`src/rtl/pipe_pkg.sv`:
```
// Shared types and helpers for the forwarding pipeline chain.
package pipe_pkg;

  // Write-back tag carried alongside each slot's opaque payload.
  typedef struct packed {
    logic [1:0]  rw;    // 00 no write; rw[1] selects register file (0 int, 1 float)
    logic [4:0]  rd;    // destination index
    logic [31:0] d;     // result value
    logic        d_ok;  // d is final
  } wb_tag_t;

  localparam logic [1:0] RW_NONE = 2'b00;

  // Tag/source match, ignoring slot valid and the hard-wired zero register.
  function automatic logic fwd_match(input wb_tag_t t, input logic [5:0] src);
    return (t.rw != RW_NONE) && (t.rw[1] == src[5]) && (t.rd == src[4:0]);
  endfunction

  // Late result merged into a tag: value becomes final.
  function automatic wb_tag_t apply_upd(input wb_tag_t t, input logic [31:0] d);
    wb_tag_t r;
    r      = t;
    r.d    = d;
    r.d_ok = 1'b1;
    return r;
  endfunction

endpackage

```
`src/rtl/pipe_fwd_slot.sv`:
```
// One pipeline slot: load from upstream, hold, kill on flush, absorb a late result.
module pipe_fwd_slot
  import pipe_pkg::*;
#(
  parameter int PW = 64
) (
  input  logic          clk,
  input  logic          rstn,
  input  logic          flush,
  input  logic          load,        // slot takes whatever upstream offers this edge
  input  logic          in_vld,      // upstream has an entry to hand over
  input  logic [PW-1:0] in_payload,
  input  wb_tag_t       in_tag,      // upstream tag, already carrying any same-edge update
  input  logic          upd_en,      // late result targets this slot's current entry
  input  logic [31:0]   upd_d,
  output logic          vld,
  output logic [PW-1:0] payload,
  output wb_tag_t       tag
);

  // Slot state: flush kills, load replaces (or vacates), otherwise hold and take a late result.
  // When the entry moves on the same edge as its update, the downstream slot receives the
  // merged tag through in_tag, so only the holding case is handled here.
  always_ff @(posedge clk) begin
    if (!rstn) begin
      vld     <= 1'b0;
      payload <= '0;
      tag     <= '0;
    end else if (flush) begin
      vld <= 1'b0;
    end else if (load) begin
      vld <= in_vld;
      if (in_vld) begin
        payload <= in_payload;
        tag     <= in_tag;
      end
    end else if (upd_en && vld) begin
      tag <= apply_upd(tag, upd_d);
    end
  end

endmodule

```
`src/rtl/pipe_fwd_chain.sv`:
```
// NSTG-deep valid/ready register chain with bubble collapse, flush, late-result update
// and multi-source operand forwarding with pending-result detection.
module pipe_fwd_chain
  import pipe_pkg::*;
#(
  parameter int NSTG    = 3,
  parameter int PW      = 64,
  parameter int NSRC    = 2,
  parameter int ZERO_HW = 1,
  localparam int UW     = (NSTG > 1) ? $clog2(NSTG) : 1
) (
  input  logic                       clk,
  input  logic                       rstn,
  input  logic                       flush,
  input  logic                       in_valid,
  output logic                       in_ready,
  input  logic [PW-1:0]              in_payload,
  input  logic [1:0]                 in_rw,
  input  logic [4:0]                 in_rd,
  input  logic [31:0]                in_d,
  input  logic                       in_d_ok,
  input  logic                       upd_valid,
  input  logic [UW-1:0]              upd_idx,
  input  logic [31:0]                upd_d,
  output logic                       out_valid,
  input  logic                       out_ready,
  output logic [PW-1:0]              out_payload,
  output logic [1:0]                 out_rw,
  output logic [4:0]                 out_rd,
  output logic [31:0]                out_d,
  output logic                       out_d_ok,
  input  logic [NSRC-1:0][5:0]       src_reg,
  input  logic [NSRC-1:0][31:0]      src_val,
  output logic [NSRC-1:0][31:0]      fwd_val,
  output logic [NSRC-1:0]            fwd_hit,
  output logic [NSRC-1:0]            fwd_pend
);

  logic [NSTG-1:0]          vld;
  logic [NSTG-1:0]          ld;
  logic [NSTG-1:0]          upd_en;
  logic [NSTG-1:0][PW-1:0]  pl;
  wb_tag_t [NSTG-1:0]       tag;

  // Per-slot upstream view (entry offered to slot i).
  logic                     s_in_vld [NSTG];
  logic [PW-1:0]            s_in_pl  [NSTG];
  wb_tag_t                  s_in_tag [NSTG];

  wb_tag_t                  in_tag;

  // Pack the entry's write-back fields.
  always_comb begin
    in_tag      = '0;
    in_tag.rw   = in_rw;
    in_tag.rd   = in_rd;
    in_tag.d    = in_d;
    in_tag.d_ok = in_d_ok;
  end

  // Ready chain: slot i loads unless it and every slot downstream are full while the
  // consumer stalls. Written without self-reference so it stays a flat combinational cone.
  always_comb begin
    ld = '0;
    for (int i = 0; i < NSTG; i++) begin
      logic full;
      full = 1'b1;
      for (int j = i; j < NSTG; j++) full = full & vld[j];
      ld[i] = out_ready || !full;
    end
  end

  assign in_ready = ld[0] && !flush;

  // Late-result targeting; out-of-range indices simply match no slot.
  always_comb begin
    upd_en = '0;
    for (int i = 0; i < NSTG; i++)
      upd_en[i] = upd_valid && vld[i] && (upd_idx == UW'(i));
  end

  genvar g;
  generate
    for (g = 0; g < NSTG; g++) begin : g_slot
      if (g == 0) begin : g_head
        assign s_in_vld[g] = in_valid && in_ready;
        assign s_in_pl[g]  = in_payload;
        assign s_in_tag[g] = in_tag;
      end else begin : g_body
        // The update rides along when the upstream entry moves this edge.
        assign s_in_vld[g] = vld[g-1];
        assign s_in_pl[g]  = pl[g-1];
        assign s_in_tag[g] = upd_en[g-1] ? apply_upd(tag[g-1], upd_d) : tag[g-1];
      end

      pipe_fwd_slot #(.PW(PW)) u_slot (
        .clk        (clk),
        .rstn       (rstn),
        .flush      (flush),
        .load       (ld[g]),
        .in_vld     (s_in_vld[g]),
        .in_payload (s_in_pl[g]),
        .in_tag     (s_in_tag[g]),
        .upd_en     (upd_en[g]),
        .upd_d      (upd_d),
        .vld        (vld[g]),
        .payload    (pl[g]),
        .tag        (tag[g])
      );
    end
  endgenerate

  assign out_valid   = vld[NSTG-1];
  assign out_payload = pl[NSTG-1];
  assign out_rw      = tag[NSTG-1].rw;
  assign out_rd      = tag[NSTG-1].rd;
  assign out_d       = tag[NSTG-1].d;
  assign out_d_ok    = tag[NSTG-1].d_ok;

  // Forward mux: scan oldest to youngest so the lowest-index match overrides.
  always_comb begin
    fwd_val  = src_val;
    fwd_hit  = '0;
    fwd_pend = '0;
    for (int s = 0; s < NSRC; s++) begin
      for (int i = NSTG - 1; i >= 0; i--) begin
        if (vld[i] && fwd_match(tag[i], src_reg[s]) &&
            !((ZERO_HW != 0) && (src_reg[s] == 6'd0))) begin
          fwd_val[s]  = tag[i].d;
          fwd_hit[s]  = 1'b1;
          fwd_pend[s] = !tag[i].d_ok;
        end
      end
    end
  end

endmodule
```
`config.mk`:
```
export PLATFORM = sky130hd
export DESIGN_NAME = pipe_fwd_chain
export DESIGN_NICKNAME = d
export VERILOG_FILES = /design/src/rtl/pipe_pkg.sv /design/src/rtl/pipe_fwd_slot.sv /design/src/rtl/pipe_fwd_chain.sv
export SDC_FILE = /design/constraint.sdc
export NUM_CORES = 1
export LEC_CHECK = 0
export ABC_CLOCK_PERIOD_IN_PS = 2900
export BUFFER_PORTS_ARGS = -buffer_cell sky130_fd_sc_hd__buf_2
export CORE_MARGIN = 5
export CORE_UTILIZATION = 25
export CTS_BUF_LIST = sky130_fd_sc_hd__clkbuf_16
export DETAILED_ROUTE_END_ITERATION = 10
export GPL_TIMING_DRIVEN = 0
export MAX_ROUTING_LAYER = met4
export SYNTH_ARGS = -nofsm -noshare
export SYNTH_HDL_FRONTEND = slang
export SYNTH_SLANG_ARGS = --single-unit
export TNS_END_PERCENT = 10
```
`constraint.sdc`:
```
create_clock -name clk -period 2.9 [get_ports clk]
set_clock_uncertainty 0.15 [all_clocks]
set_input_delay 0.145 -clock clk [delete_from_list [all_inputs] [get_ports clk]]
set_output_delay 0.145 -clock clk [all_outputs]
set_load 0.005 [all_outputs]
```
# Word level (Yosys, flattened, before mapping)
# Cells that the tools add are included.
# word_totals
in_bits,220
elab_cells,132
ff_bits,315
# op_classes
mux,29
n_bitwise,5
n_reduce_logical,63
eq_ne,17
# op_table
operator,n
$mux W40,6
$mux W32,6
$mux W33,5
$logic_and A1 B1 Y1,35
$eq A5 B5 Y1,6
$reduce_and A3 Y1,6
$logic_not A6 Y1,2
$mux W1,12
$reduce_bool A2 Y1,6
$logic_not A1 Y1,9
$eq A1 B1 Y1,6
$ne A2 B2 Y1 const B,3
$and A1 B1 Y1,3
$logic_or A1 B1 Y1,3
$eq A2 B1 Y1 const B,1
$eq A2 B2 Y1 const B,1
$logic_not A2 Y1,1
$not A1 Y1,2
$reduce_or A2 Y1,1

# Longest topological paths before layout
# Gate-level depths: netlist of run 1.
# depth
ltp_word,8
mapped_depth,9
ltp_nobuf,5

# By module
# A second synthesis of run 1 with hierarchy kept.
# unflattened
hier_cells,2027
hier_area_um2,16573.4
# modules_own_cells
module,area_each_um2,cells_per_inst,seq_area_each_um2,n_inst
pipe_fwd_slot,4242.8,462,2102.0,3
pipe_fwd_chain,3844.9,641,0.0,1

# Worst setup path before layout of run 1
# Ideal clock, no wire load.
# synth_timing
kind,register -> output
startpoint,"reg, netlist name g_slot[0].u_slot.tag[39]"
endpoint,out fwd_val[34] in the netlist's numbering
stages_incl_launch_ff,9
slack_ns,0.765
required_time_ns,2.605
t_arrival_ns,1.840
cell_sequence,dfxtp_1 > clkbuf_1 > xnor2_1 > nand3_1 > or4b_2 > clkbuf_1 > clkbuf_1 > o21ai_0 > o21ai_0
# synth_rtl
item,line,text
end: declaration,pipe_fwd_chain.sv:34,"output logic [NSRC-1:0][31:0] fwd_val,"

==> results of run 1 <==
metal layers:
layer  share of wire (%)  vias to the layer above  wire, um
met2                  46                      803     32600
li1                    -                     7821         -
met1                  41                     7562     28560
met3                  10                      150      7080
met4                 3.1                        0      2171
met5                   0                        -         0
cell usage in the layout (no fill, tap or decap), types with 7 or more instances in the layout:
| master | Yosys | routed |
|---|---|---|
| o21ai_1 | 26 | 48 |
| o21ai_0 | 78 | 50 |
| o211a_1 | 99 | 99 |
| nand2_1 | 616 | 616 |
| clkbuf_16 | 0 | 40 |
| a221oi_2 | 0 | 8 |
| a21boi_0 | 213 | 213 |
| and3_1 | 35 | 32 |
| clkinv_1 | 0 | 10 |
| dfxtp_2 | 0 | 9 |
| nor4_1 | 35 | 30 |
| buf_2 | 31 | 416 |
| clkbuf_2 | 0 | 11 |
| xor2_1 | 12 | 12 |
| dfxtp_1 | 315 | 299 |
| buf_4 | 0 | 28 |
| buf_6 | 4 | 11 |
| mux2i_1 | 65 | 65 |
| dfxtp_4 | 0 | 7 |
| nand3_1 | 38 | 36 |
| diode_2 | 0 | 16 |
| a211o_1 | 13 | 13 |
| clkbuf_1 | 134 | 100 |
| xnor2_1 | 19 | 14 |
| a22o_1 | 13 | 12 |
| o21a_1 | 13 | 13 |
| dlygate4sd3_1 | 0 | 141 |
| a221oi_1 | 32 | 23 |
| a211oi_1 | 20 | 12 |
| nor2_1 | 16 | 14 |
| inv_1 | 33 | 41 |
power by group through the flow:
stage	logic [mW]	clock network [mW]	registers (mW)
after floorplan	0.419	0	4.59
after global routing	1.12	4.70	4.53
final	1.04	4.42	4.52
after global placement	0.848	0	4.61
after detailed placement	0.851	0	4.62
after CTS	1.03	4.53	4.52
cell type report:
| cell class | instances | area (sq um) |
|---|---|---|
| Clock buffer | 38 | 950.9 |
| Buffer | 170 | 923.4 |
| Clock inverter | 29 | 183.9 |
| Antenna cell | 16 | 40.04 |
| Multi-Input combinational cell | 1390 | 8554 |
| Inverter | 33 | 123.9 |
| Timing Repair Buffer | 560 | 3661 |
| Sequential cell | 315 | 6344 |
| Fill cell | 6330 | 38710 |
| Tap cell | 782 | 978.4 |
worst paths after layout:
path | start | depth (start not counted) | slack [ps] | end
worst max register to register | g_slot[0].u_slot.vld | 7 | 90 | g_slot[0].u_slot.tag[6]
worst max-delay path | g_slot[2].u_slot.tag[34] | 8 | -90 | fwd_val[53]
worst min register to register | g_slot[0].u_slot.payload[27] | 2 | 310 | g_slot[1].u_slot.payload[27]
worst min-delay path | rstn | 3 | 240 | g_slot[2].u_slot.payload[51]
per-stage QoR:
step	hold slack [ps]	setup WS [ps]	utilization, %	cell area (sq um)	std cells
global placement	251.1	-686.2	30.17	18240	3085
global route	232.2	-133.9	35.98	21750	3331
CTS	204.4	-71.31	35.49	21460	3315
floorplan	115.7	765.1	-	15310	1913
detailed placement	257.7	-643.0	30.19	18260	3086
finish	239.1	-89.07	35.98	21760	3333
timing repair:
item                                    4_1_cts  5_1_grt
hold endpoints to repair                    171        0
endpoints found under the setup margin       80      108
buffers inserted                             22        4
pin swaps                                    39       23
gates resized for setup                     143       80
hold buffers                                141        0
cloned                                        1        1
logic make-up (layout without fill, tap and decap cells):
kind of cell | after synthesis | after routing | share of synthesized area, %
compound gates | 519 | 519 | 25.83
xor+xnor | 31 | 31 | 1.773
buf+inv | 208 | 830 | 5.548
flops | 315 | 315 | 41.18
mux | 65 | 65 | 4.249
other cells | 0 | 16 | 0
simple gates | 775 | 775 | 21.42
worst max-delay path: stages, from the launching register on:
cell and delay (ps):
dfxtp_4 360, xor2_1 180, nor2_4 180, buf_4 200, clkbuf_1 460, and3_1 250
a221oi_2 60, o21ai_2 270, buf_2 180
state kept, by name, summed over array words and instances (netlist names):
name / flops
g_slot.u_slot.vld: 3
g_slot.u_slot.tag: 120
g_slot.u_slot.payload: 192
==> impl_results.md, run 1 <==
- Failing checks: setup timing
- Sw Share: between 20% and 30%
- Int Power: about 7.4 mW
- Fmax: 334.6 MHz
- Htree depth: 2
- Area leader, netlist: dfxtp_1
- Clk_lat worst skew: 550 ps
- Combinational Power Share: around a tenth
- Syn Area/Cell: approximately 8 sq um
- Port Buffers: 390
- DRC viols: 0
- Yosys reg bits: ~320
- Synth top cells by count: nand2_1, dfxtp_1, a21boi_0
- Outcome: finished, violations left
- Hold Path Class: in -> reg
- CTS buffer count: 37
- Worst Setup End Kind: output pin
- Max-cap viol count: 0
- Reg power frac: between 40% and 50%
- FP Rows: 90
- Routing usage on met1: 24.92%
- Ys async rst share: 0%
- Min Tclk post-route: approximately 3000 ps
- Met3 Use GR: between 6 and 7%
- Yosys warns: 0
- Setup crit start kind: register
- Share of the yosys chip area belonging to registers: roughly 40%
- Final net count: ~2700
- Max Root-Sink Buffers: 3
- Slew margin rel.: about a third
- Initial Util: about a quarter
- Initial antenna violation count: 14
- Die ar.: roughly 0.066 sq mm
- Initial DRC count: between 1000 and 1500
- Total GRT Usage: roughly 20%
- Worst Path Required: roughly 2600 ps
- Initial DRT Pass Iterations: 6
- WL/cell: ~21 um
- CTS tree: built
- Max VDD drop: between 300 and 400 uV
- CTS sink count: around 320
- Top-area cell type share of the netlist area: around 40%
- Via/cell ratio: ~5
- Total core area: ~0.06 sq mm
- Period Utilization, post-route: 103.1%
- Vert. Die Dim: 257.5 um
- Die Width: 257.5 um
- Worst EP arrival: between 2000 and 3000 ps
- Post-synth EDFFs: 0
- Top_reg_cell synth: dfxtp_1
- Crit Path Category: reg -> out
- First-pass GRT wire length: ~100000 um
- GRT Max-Usage Layer: met2
- Slew Viols, Final: 0
- Synthesized area: about 0.015 sq mm
- Most instantiated library cell after synthesis: nand2_1
- Layout cell share with drive strength beyond 1: around a quarter
- Power, Total: 9.990 mW
- Critical path fanouts, max: 10
- Worst-Margin Slew: approximately 1000 ps
- Routed via count: 16340
- GRT overflow: 0
- Final WS setup: -89.07 ps
- Finish-stage setup viols: 17
- PwrDens: roughly 460 mW/mm^2
- P&R area growth vs syn: 42.11%
- Clock root buffer: clkbuf_16
- Pin count of the biggest net entering global routing: 14
- Syn Inst Count: approximately 1900
- Total negative slack: -303.0 ps
- Syn nets: between 2000 and 2500
- Sw power: approximately 2.6 mW
- Met2 usage: roughly 34%
- Worst-path clk slew: ~60 ps
- RSZ-0062 raised after global routing: true
- Synth area leaders: dfxtp_1, nand2_1, a21boi_0
- Gpl congestion: approximately 0.92
- Yosys cell types: 48
- I/O Pins: 394
- DRT Wirelength: ~70000 um
- Vias in the first global route: between 15000 and 20000
- Fin. Hold Viols: 0
- Hpwl dp: around 53000 um
- Leakage power: between 9 and 10 nW
- Clock power frac: 44.3%
- Detail Route Antenna Nets: 0
Note: power is estimated with default switching activity, not from simulation.
==> run 2, diff against run 1 <==
--- a/config.mk
+++ b/config.mk
@@ -7,7 +7,7 @@
 export LEC_CHECK = 0
 export ABC_CLOCK_PERIOD_IN_PS = 2900
 export BUFFER_PORTS_ARGS = -buffer_cell sky130_fd_sc_hd__buf_2
-export CORE_MARGIN = 5
+export CORE_MARGIN = 8
 export CORE_UTILIZATION = 25
 export CTS_BUF_LIST = sky130_fd_sc_hd__clkbuf_16
 export DETAILED_ROUTE_END_ITERATION = 10
@@ -15,5 +15,6 @@
 export MAX_ROUTING_LAYER = met4
 export SYNTH_ARGS = -nofsm -noshare
 export SYNTH_HDL_FRONTEND = slang
+export SYNTH_HIERARCHICAL = 1
 export SYNTH_SLANG_ARGS = --single-unit
 export TNS_END_PERCENT = 10
==> run 2 against run 1 <==
  * The run still ends with setup timing left
  * Critical endpoint is now fwd_val[21]
  * Wire length up 10%
  * Synthesized cell count is 6.0% higher
  * Final area up 8.6%
  * Sequential power is 1% lower
  * Area after synthesis up 8.2%
  * Clock-buffer cell count rose by 1
  * Non-clock buffer count grew 40
  * Power grew 3.1%
  * Via count grew 8.1%
  * Register-to-register slack lost 20 ps
  * First-iteration DRC count is 3.6% lower
==> impl_results.md, run 2 <==
- Initial DRT Pass Iterations: 5 (-1)
- DRC viols: 0 (unchanged)
- DP Area: 0.01964 sq mm (+7.5%)
- Hold_ws: 59.04 ps (-180.0 ps)
- First-pass GRT wire length: 113700 um (+11%)
- Port Buffers: 392 (+0.51%)
- Worst EP arrival: 2650 ps (-40 ps)
- Period Utilization, post-route: 101.4% (-1.7 points)
- GRT overflow: 0 (unchanged)
- Slew margin rel.: 42.22% (+9.8 points)
- Core Util, Final: 35.95% (about the same)
- Initial DRC count: 1428 (-3.6%)
- I/O Pins: 394 (unchanged)
- Initial Util: 25.21% (-0.11 points)
- Top_reg_cell synth: dfxtp_1
- Total GRT Usage: 20.37% (-0.19 points)
- Setup crit start kind: register
- Crit Path Category: reg -> out
- Clk_lat worst skew: 560 ps (about the same)
- Finish-stage setup viols: 2 (-15)
- Fin. Hold Viols: 0 (unchanged)
- Syn nets: 2247 (+5.3%)
- Total negative slack: -57.44 ps (+245.6 ps)
- Worst-Margin Slew: 866.7 ps (-147.2 ps)
- Worst path top cell family by delay: compound AO/OA/AOI/OAI gates
- Gpl congestion: 0.9025 (-1.9%)
- DRT Wirelength: 77680 um (+10%)
- Biggest register: g_slot.u_slot/payload
- Worst Path Required: 2610 ps (about the same)
- Slew Viols, Final: 0 (unchanged)
- Worst path bufs/invs: 4 (+1)
- Synthesized area: 0.01657 sq mm (+8.2%)
- RSZ-0062 raised after global routing: true
- Max reg flops: 192 (unchanged)
- Leakage power: 11.32 nW (+15%)
- Vias in the first global route: 17670 (+9.8%)
- Biggest regs: g_slot.u_slot/payload x192, g_slot.u_slot/tag x120, g_slot.u_slot/vld x3
- Clock root buffer: clkbuf_16
- Via/cell ratio: 4.974 (+1.5%)
- CTS tree: built
- Outcome: finished, violations left
- DP Worst Slack: -866.2 ps (-223.2 ps)
- Syn Area/Cell: 8.176 sq um (+2.1%)
- Synth area leaders: dfxtp_1, nand2_1, a21boi_1
- Layout cell share with drive strength beyond 1: 26.90% (+2.8 points)
- Die ar.: 0.07479 sq mm (+13%)
- Slowest CP cell: dfxtp_2
- Syn Inst Count: 2027 (+6.0%)
- Most instantiated library cell after synthesis: nand2_1
- Share of the yosys chip area belonging to registers: 38.05% (-3.1 points)
- FP Rows: 94 (+4.4%)
- Detail Route Antenna Nets: 0 (unchanged)
- Fmax: 340.1 MHz (+1.7%)
- Design area: 0.02364 sq mm (+8.6%)
- Final net count: 2870 (+5.2%)
- Area leader, netlist: dfxtp_1
- Placed insts: 3284 (+6.4%)
- Worst-path clk slew: 60 ps (about the same)
- Filler cells: 6864 (+8.4%)
- Min Tclk post-route: 2940 ps (-48.85 ps)
- Htree depth: 2 (unchanged)
- Yosys cell types: 52 (+8.3%)
- Routed via count: 17650 (+8.1%)
- Post-synth EDFFs: 0 (unchanged)
- CTS buffer count: 39 (+5.4%)
- Vert. Die Dim: 273.5 um (+6.2%)
- Synth top cells by count: nand2_1, dfxtp_1, a21boi_1
- PwrDens: 435.8 mW/mm^2 (-5.1%)
- Yosys reg bits: 315 (unchanged)
- Hpwl dp: 57310 um (+7.8%)
- Max Root-Sink Buffers: 3 (unchanged)
- Final WS setup: -40.22 ps (+48.85 ps)
- Yosys warns: 6 (+6)
- CTS sink count: 315 (unchanged)
- R2r setup slk: 70 ps (-20 ps)
- P&R area growth vs syn: 42.62%
- Commonest non-fill, non-tap cell in the layout: nand2_1
- Hold Path Class: in -> reg
- Total core area: 0.06575 sq mm (+8.7%)
- Failing checks: setup timing
- Die Width: 273.5 um (+6.2%)
- Crit-path max cell delay: 380 ps (-80 ps)
- Layout Cells excl Fill: 3549 (+6.5%)
- Worst Setup End Kind: output pin
- Seq. cell area: 0.006349 sq mm (about the same)
- Top-area cell type share of the netlist area: 38.05% (-3.1 points)
- Most frequent cells in the layout: nand2_1, buf_2, dfxtp_1
- Max VDD drop: 367.1 uV (+1.9%)
- Pin count of the biggest net entering global routing: 16 (+2)
- WL/cell: 21.89 um (+3.6%)
- Critical path, cell by cell: xor2_1 > nor4_4 > buf_6 > buf_4 > clkbuf_4 > a31oi_1 > a211oi_2 > o31ai_2 > buf_2
- Initial antenna violation count: 12 (-2)
- Power, Total: 10.30 mW (+3.1%)
- Max-cap viol count: 0 (unchanged)
- Ys async rst share: 0% (unchanged)
- Critical path fanouts, max: 10 (unchanged)
- Area occupied by multi-input gates: 0.009706 sq mm (+13%)
[run 2: cell count changes in the layout (fill, tap and decap cells not counted), sizes merged, moves of 33 or more]
cell / previous run / this run
o21ai: 104 / 152
o31ai: 0 / 38
a211oi: 21 / 58
mux2i: 65 / 99
a31oi: 0 / 33
nand2: 616 / 583
[run 2: path summary, 6_finish.rpt]
kind                                 from                            to  cells after the start
max              g_slot[2].u_slot/tag[33]                   fwd_val[21]                      9
max reg2reg          g_slot[0].u_slot/vld      g_slot[0].u_slot/tag[17]                      7
min reg2reg  g_slot[0].u_slot/payload[51]  g_slot[1].u_slot/payload[51]                      2
min                                  rstn  g_slot[0].u_slot/payload[52]                      2
[run 2: where the power goes]
| part | switching (mW) | internal, mW |
|---|---|---|
| clock network | 2.03 | 2.74 |
| registers | 0.0683 | 4.39 |
| logic | 0.527 | 0.547 |
| total | 2.62 | 7.68 |
[run 2: kinds of logic (layout without fill, tap and decap cells)]
kind of cell	Yosys count	after routing	synth area share (%)
compound gates	611	611	27.36
xor+xnor	34	34	1.797
buf+inv	224	874	6.387
flops	315	315	38.05
mux	131	131	8.153
other cells	0	8	0
simple gates	712	712	18.25
[run 2: area by class of cell]
class                           count  share of cell area [%]
Multi-Input combinational cell   1488                   41.06
Clock buffer                       39                   4.129
Inverter                           36                  0.5717
Antenna cell                        8                 0.08470
Buffer                            183                   4.976
Timing Repair Buffer              587                   16.65
Clock inverter                     29                   1.096
Sequential cell                   315                   26.86
Tap cell                          864                   4.574
[run 2: per-layer routing]
layer,track usage [%],vias up,wire (um)
met3,5.004,138,7019
met2,33.89,819,37210
met1,23.98,8392,31150
met4,6.649,0,2303
met5,-,-,0
li1,-,8305,-
[run 2: repair_timing]
action                     CTS  global route
gates cloned                 1             1
setup buffers               14             7
gates resized for setup    154            72
hold endpoints to repair   258             0
setup endpoints to repair  200           146
hold buffers               171             0
pin swaps                   36            32
==> run 3, diff against run 2 <==
--- a/config.mk
+++ b/config.mk
@@ -6,13 +6,15 @@
 export NUM_CORES = 1
 export LEC_CHECK = 0
 export ABC_CLOCK_PERIOD_IN_PS = 2900
-export BUFFER_PORTS_ARGS = -buffer_cell sky130_fd_sc_hd__buf_2
+export CELL_PAD_IN_SITES_DETAIL_PLACEMENT = 1
+export CELL_PAD_IN_SITES_GLOBAL_PLACEMENT = 1
 export CORE_MARGIN = 8
 export CORE_UTILIZATION = 25
 export CTS_BUF_LIST = sky130_fd_sc_hd__clkbuf_16
 export DETAILED_ROUTE_END_ITERATION = 10
+export DONT_BUFFER_PORTS = 1
 export GPL_TIMING_DRIVEN = 0
-export MAX_ROUTING_LAYER = met4
+export PLACE_DENSITY_LB_ADDON = 0.1
 export SYNTH_ARGS = -nofsm -noshare
 export SYNTH_HDL_FRONTEND = slang
 export SYNTH_HIERARCHICAL = 1
==> run 3 against run 2 <==
  * The flow now finishes without violations
  * Sequential share of layout area rose by 3.2 points
  * Final cell count down 12%
  * Final area is 11% lower
  * Wire length up 4.6%
  * Combinational power shrank 24%
  * Critical endpoint is now fwd_val[20]
  * Highest routed layer is now met5
==> impl_results.md, run 3 (same netlist as run 2, synthesis figures left out) <==
- CTS tree: built
- Port Buffers: 0 (-100%)
- PwrDens: 486.8 mW/mm^2 (+12%)
- Slowest CP cell: dfxtp_4
- Die ar.: 0.07479 sq mm (unchanged)
- Critical path fanouts, max: 10 (unchanged)
- Max Root-Sink Buffers: 3 (unchanged)
- Worst path bufs/invs: 5 (+1)
- Worst EP arrival: 2570 ps (-80 ps)
- Commonest non-fill, non-tap cell in the layout: nand2_1
- Total negative slack: 0 ps (+57.44 ps)
- Most used cell, CP: buf_4
- Max reg flops: 192 (unchanged)
- Vert. Die Dim: 273.5 um (unchanged)
- Vias in the first global route: 17080 (-3.3%)
- Power, Total: 10.25 mW (-0.45%)
- Design area: 0.02106 sq mm (-11%)
- DRC viols: 0 (unchanged)
- Worst-path clk slew: 60 ps (about the same)
- Detail Route Antenna Nets: 0 (unchanged)
- First-pass GRT wire length: 118100 um (+3.8%)
- Max-cap viol count: 0 (unchanged)
- GRT overflow: 0 (unchanged)
- Setup crit start kind: register
- Critical path, cell by cell: inv_1 > a311oi_4 > buf_12 > buf_4 > buf_4 > clkbuf_8 > a31oi_1 > a211oi_1 > o31ai_2
- Pin count of the biggest net entering global routing: 16 (unchanged)
- Final net count: 2442 (-15%)
- Fmax: 349.3 MHz (+2.7%)
- Leakage power: 9.430 nW (-17%)
- Slew margin rel.: 36.72% (-5.5 points)
- Most frequent cells in the layout: nand2_1, dfxtp_1, a21boi_1
- Crit Path Category: reg -> out
- CTS sink count: 315 (unchanged)
- Fin. Hold Viols: 0 (unchanged)
- WL/cell: 25.98 um (+19%)
- Htree depth: 2 (unchanged)
- DP Worst Slack: -564.6 ps (+301.6 ps)
- CTS buffer count: 42 (+7.7%)
- Biggest regs: g_slot.u_slot/payload x192, g_slot.u_slot/tag x120, g_slot.u_slot/vld x3
- Final WS setup: 37.01 ps (+77.23 ps)
- Layout cell share with drive strength beyond 1: 14.08% (-13 points)
- Finish-stage setup viols: 0 (-2)
- Max VDD drop: 384.7 uV (+4.8%)
- Initial DRT Pass Iterations: 5 (unchanged)
- P&R area growth vs syn: 27.09%
- Worst Setup End Kind: output pin
- Outcome: complete, no violations
- Min Tclk post-route: 2863 ps (-77.23 ps)
- Biggest register: g_slot.u_slot/payload
- Initial DRC count: 820 (-43%)
- DRT Wirelength: 81230 um (+4.6%)
- FP Rows: 94 (unchanged)
- Hold Path Class: in -> reg
- Clock root buffer: clkbuf_16
- Stages on the worst setup path: 9 (unchanged)
- DP Area: 0.01766 sq mm (-10%)
- WHS Path Cells: 4 (+2)
- Period Utilization, post-route: 98.72% (-2.7 points)
- RSZ-0062 raised after global routing: true
- Worst path top cell family by delay: compound AO/OA/AOI/OAI gates
- Initial Util: 25.21% (unchanged)
- Gpl congestion: 0.8157 (-9.6%)
- Die Width: 273.5 um (unchanged)
- Via/cell ratio: 5.088 (+2.3%)
- Total core area: 0.06575 sq mm (unchanged)
- Slew Viols, Final: 0 (unchanged)
- Initial antenna violation count: 13 (+1)
- Reg2reg path depth: 7 (unchanged)
- Worst Path Required: 2610 ps (about the same)
- Routed via count: 15910 (-9.9%)
- I/O Pins: 394 (unchanged)
- Worst-Margin Slew: 949.2 ps (+82.51 ps)
- Total GRT Usage: 21.00% (+0.63 points)
- Crit-path max cell delay: 420 ps (+40 ps)
- Clk_lat worst skew: 580 ps (+20 ps)
- Hpwl dp: 60580 um (+5.7%)
## run 3: power breakdown
part	internal, mW	switching [mW]	total [mW]
clock network	2.89	2.08	4.97
registers	4.40	0.0740	4.47
logic	0.384	0.428	0.812
total	7.67	2.58	10.3
## run 3: final cells by class
class | count | area, sq um
Fill cell | 7720 | 44680
Multi-Input combinational cell | 1488 | 9567
Sequential cell | 315 | 6337
Timing Repair Buffer | 155 | 1551
Tap cell | 864 | 1081
Buffer | 184 | 1066
Clock buffer | 42 | 1051
Clock inverter | 25 | 225.2
Inverter | 36 | 138.9
Antenna cell | 18 | 45.04
## run 3: timing repair
action / in CTS / in global routing
endpoints found under the hold margin: 251 / 0
hold buffers: 142 / 0
pin swaps: 25 / 16
resized for setup: 146 / 21
cloned: 0 / 0
buffers inserted: 13 / 0
setup endpoints to repair: 208 / 170
## run 3: layer usage
metal  vias up  track usage (%)  part of all wire, %
met5         -                0                0.033
met4         4            6.105                  2.4
met2       446            37.41                   50
met3       108            6.349                  7.0
li1       7482                -                    -
met1      7870            23.99                   40
## run 3: worst paths after layout
kind / start / endpoint / slack [ps]
min reg2reg: g_slot[0].u_slot/payload[52] / g_slot[1].u_slot/payload[52] / 290
min: flush / g_slot[2].u_slot/payload[50] / 20
max reg2reg: g_slot[0].u_slot/vld / g_slot[0].u_slot/tag[7] / 50
max: g_slot[2].u_slot/vld / fwd_val[20] / 40
## run 3: worst reg2reg max path, stage by stage, from the launching register on
cell      delay (ps)
dfxtp_4          430
and3b_1          170
clkbuf_1         390
buf_2            420
and4bb_4         370
clkbuf_1         470
o21ai_0          190
o211a_1          160
## run 3: per-stage QoR
stage,instances,hold WS [ps],util (%)
after floorplan,2027,71.15,-
after global placement,2891,81.12,26.85
after detailed placement,2891,83.03,26.87
after CTS,3109,1.470,31.87
after global routing,3113,55.18,31.98
final,3127,20.39,32.04
